### src/rtl/seq_shifter.sv
// seq_shifter: multi-cycle shift/rotate unit, one bit position per clock with start/busy/done handshake
module seq_shifter #(
  parameter int WIDTH = 16,
  parameter int CNTW  = 4
) (
  input  logic             clk,
  input  logic             rst_n,
  input  logic             start,
  input  logic [WIDTH-1:0] In,
  input  logic [CNTW-1:0]  Cnt,
  input  logic [1:0]       Op,
  output logic             busy,
  output logic             done,
  output logic [WIDTH-1:0] Out
);
  typedef enum logic [1:0] {IDLE, SHIFT, FIN} state_t;
  state_t           r_state, w_next;
  logic [CNTW-1:0]  r_cnt;
  logic [1:0]       r_op;
  logic [WIDTH-1:0] r_out, w_shifted;
  logic             r_busy, r_done, w_accept;
  always_comb begin
    w_accept  = start && r_state != SHIFT;
    w_shifted = r_op[0] ? (r_op[1] ? {1'b0, r_out[WIDTH-1:1]} : {r_out[WIDTH-2:0], 1'b0})
                        : (r_op[1] ? {r_out[0], r_out[WIDTH-1:1]} : {r_out[WIDTH-2:0], r_out[WIDTH-1]});
    w_next    = w_accept ? ((Cnt != '0) ? SHIFT : FIN)
              : (r_state == SHIFT) ? ((r_cnt <= 1) ? FIN : SHIFT)
              : IDLE;
  end
  // busy/done are registered from the next state so no input reaches an output combinationally
  always_ff @(posedge clk or negedge rst_n) begin
    if (!rst_n) begin
      r_state <= IDLE;
      r_cnt   <= '0;
      r_op    <= '0;
      r_out   <= '0;
      r_busy  <= 1'b0;
      r_done  <= 1'b0;
    end else begin
      r_state <= w_next;
      r_busy  <= w_next == SHIFT;
      r_done  <= w_next == FIN;
      if (w_accept) begin
        r_out <= In;
        r_cnt <= Cnt;
        r_op  <= Op;
      end else if (r_state == SHIFT) begin
        r_out <= w_shifted;
        r_cnt <= r_cnt - CNTW'(r_cnt != '0);
      end
    end
  end
  assign busy = r_busy;
  assign done = r_done;
  assign Out  = r_out;
endmodule

### config.mk
export PLATFORM = sky130hd
export DESIGN_NAME = seq_shifter
export DESIGN_NICKNAME = d
export VERILOG_FILES = /design/src/rtl/seq_shifter.sv
export SDC_FILE = /design/constraint.sdc
export NUM_CORES = 1
export LEC_CHECK = 0
export CAP_MARGIN = 30
export CORE_ASPECT_RATIO = 0.9
export CORE_UTILIZATION = 49
export CTS_CLUSTER_SIZE = 14
export DETAILED_ROUTE_END_ITERATION = 10
export PLACE_DENSITY = 0.83
export SKIP_CTS_REPAIR_TIMING = 1
export SLEW_MARGIN = 20
export SYNTH_ARGS = -nofsm -noshare
export SYNTH_HDL_FRONTEND = slang
export SYNTH_SLANG_ARGS = --single-unit
### constraint.sdc
create_clock -name clk -period 3.3 [get_ports clk]
set_input_delay 0.99 -clock clk [delete_from_list [all_inputs] [get_ports clk]]
set_output_delay 0.99 -clock clk [all_outputs]
set_load 0.03 [all_outputs]
==> impl_metrics.ini <==
[timing]
fin_crit_ns = 2.43
clock_skew_ns = 0.00214
worst_pin_slew_ns = 0.658
rsz0062_at_grt = no
max_freq_mhz = 411
fin_setup_tns_ns = 0
worst_slack_ns = 0.866
timing.final.hold_violations = 0
finalSetupViolations = 0
max_slew_margin = 0.560
period_share = 0.738
slew_violations = 0

[detailed_routing]
vias = 1159
routed_wirelength_um = 3160
wl_per_cell_um = 15.0
drt_first_pass_iters = 4
ant_nets = 0
via_per_inst = 5.49
drt-initial-drc-count = 11
drc = 0

[finish]
antenna_cells_inserted = 0
area_delta_synth_final_pct = 35.5
num-fill-cells = 190
drive_gt1_frac = 0.0751
final_nets = 201

[critical_path]
critPathCaptureType = output pin
path_cells = clkdlybuf4s50_1
critPathRequiredTime_ns = 2.31
cpMaxStageDelayCell = clkdlybuf4s50_1
path_class = flip-flop to output pin
cp_top_family = buffers and inverters
regToRegSetupSlack_ns = 1.32
crit_buf_inv = 1
worstPathArrival_ns = 1.44
slowest_delay_ns = 0.69
cp_max_fo = 4
critPathLaunchType = flip-flop

[clocking]
cts_sinks = 26
cts_buffers = 3
cts_tree = done
cts_buffer_depth = 2
cts_root_buffer = clkbuf_4
h-tree-depth = 1
clkTransAtPathRegs_ns = 0.14
clk_latency_ns = 0.31

[global_routing]
grt_pass1_vias = 1132
grt_pass1_wl_um = 5070
grt_max_degree = 39
grt_usage = 0.225
antenna_found_initial = 0
grt_overflow = 0

[logic_synthesis]
muxShareOfSynthArea = 0.150
syn_inst = 133
synth_area_leaders = dfrtp_1 (47%), mux2i_1 (12%), a211oi_1 (7.6%)
synth.most_common_cell = dfrtp_1
synth_top_area_frac = 0.468
ys_ff_latch = 26
synth_nets = 160
synth_top_family_by_area = compound AO/OA/AOI/OAI gates
yosysUniqueCellTypes = 26
syn_area_mm2 = 0.00139
synthXorXnorAreaFrac = 0
yosys.area_share.simple = 0.122
synth_adder_area_share = 0.0180
ys.flop_type = dfrtp_1
syn_area_per_cell_um2 = 10.5
async_flop_share = 1.00
synth_common_cells = dfrtp_1 (26), a21oi_1 (18), mux2i_1 (16)
yosysWarnings = 0
synth_top_cell_by_area = dfrtp_1
synth_compound_area_frac = 0.194
synth-seq-area-share = 0.468
synth_edf_count = 0

[floorplanning]
num_rows = 17
coreArea_mm2 = 0.00257
die_h_um = 52.6
die_w_um = 58.2
dieArea_mm2 = 0.00306
io_pins = 43
initial_utilization = 0.541

[placed_design]
port-buffer-count = 42
post-place-ws_ns = 0.655
gp_congestion = 0.780
hpwl_um = 2320

[power_and_ir_drop]
vdd_drop_max_uv = 465
finalPower_mw = 1.91
switching_share = 0.451
power_density_mw_per_mm2 = 1010
p_clk_frac = 0.083
p_comb_frac = 0.583
p_seq_frac = 0.334
p_sw_mw = 0.861
power_leakage_nw = 0.801
p_int_mw = 1.05

[job]
maxCapViolCount = 0

[outcome]
status = complete, no violations

[worst_hold_path]
min_path_type = flip-flop to flip-flop
cell families (layout without fill, tap and decap cells):
group / Yosys count / in the layout
flip-flops: 26 / 26
AO/OA/AOI/OAI: 40 / 40
adder cells (fa/ha/maj): 2 / 2
buffers and inverters: 14 / 54
multiplexers: 20 / 20
AND/OR/NAND/NOR: 31 / 31
path summary, 6_finish.rpt:
kind / from / endpoint / cells past startpoint
max: Out[6] / Out[6] / 1
min: r_op[0] / r_op[0] / 1
max reg2reg: r_cnt[1] / r_cnt[2] / 6
min reg2reg: r_op[0] / r_op[0] / 1
max in group asynchronous: rst_n / Out[1] / 2
min in group asynchronous: rst_n / busy / 2
metrics by stage:
stage / area [µm²] / instances / utilization / hold slack [ns]
2_1_floorplan: 1390 / 133 / - / 0.489
3_3_place_gp: 1830 / 206 / 0.713 / 0.507
3_5_place_dp: 1830 / 206 / 0.713 / 0.529
4_1_cts: 1870 / 210 / 0.727 / 0.558
5_1_grt: 1890 / 211 / 0.733 / 0.574
6_report: 1890 / 211 / 0.733 / 0.549
layer usage:
| layer | GRT usage | vias up | routed length, µm |
|---|---|---|---|
| met5 | 0 | - | 0 |
| met4 | 0.0873 | 0 | 17 |
| met3 | 0.0247 | 2 | 101 |
| met2 | 0.412 | 25 | 1580 |
| met1 | 0.270 | 562 | 1450 |
| li1 | - | 570 | - |
sequential cells by signal, indices dropped and copies added (netlist names):
| signal | cells |
|---|---|
| Out | 16 |
| r_cnt | 4 |
| r_op | 2 |
| r_state | 2 |
| busy | 1 |
| done | 1 |
power by group through the flow:
stage	sequential, mW	combinational [mW]	clock, mW
global placement	0.665	1.02	0
CTS	0.673	1.06	0.160
floorplan	0.814	0.550	0
finish	0.639	1.11	0.158
global route	0.656	1.21	0.172
detailed placement	0.679	1.06	0
layout make-up:
class / instances / area [µm²] / share of cell area
timing repair buffer: 47 / 465 / 0.247
inverter: 3 / 11.3 / 0.00597
clock buffer: 4 / 36.3 / 0.0192
sequential: 26 / 651 / 0.345
multi-input combinational: 93 / 674 / 0.358
tap: 38 / 47.5 / 0.0252
cells in the final DEF (no fill, tap or decap), types with 2 or more instances in the layout:
master | synthesis | final
clkdlybuf4s50_1 | 0 | 42
dfrtp_1 | 26 | 26
a21oi_1 | 18 | 18
mux2i_1 | 16 | 16
nor2b_1 | 15 | 15
a211oi_1 | 14 | 14
nand2_1 | 7 | 7
buf_4 | 1 | 4
inv_1 | 3 | 3
nand3_1 | 3 | 3
clkbuf_4 | 0 | 3
o22ai_1 | 2 | 2
o221a_1 | 2 | 2
o211a_1 | 2 | 2
mux2_1 | 2 | 2
ha_1 | 2 | 2
Power figures use the tool's default switching activity.
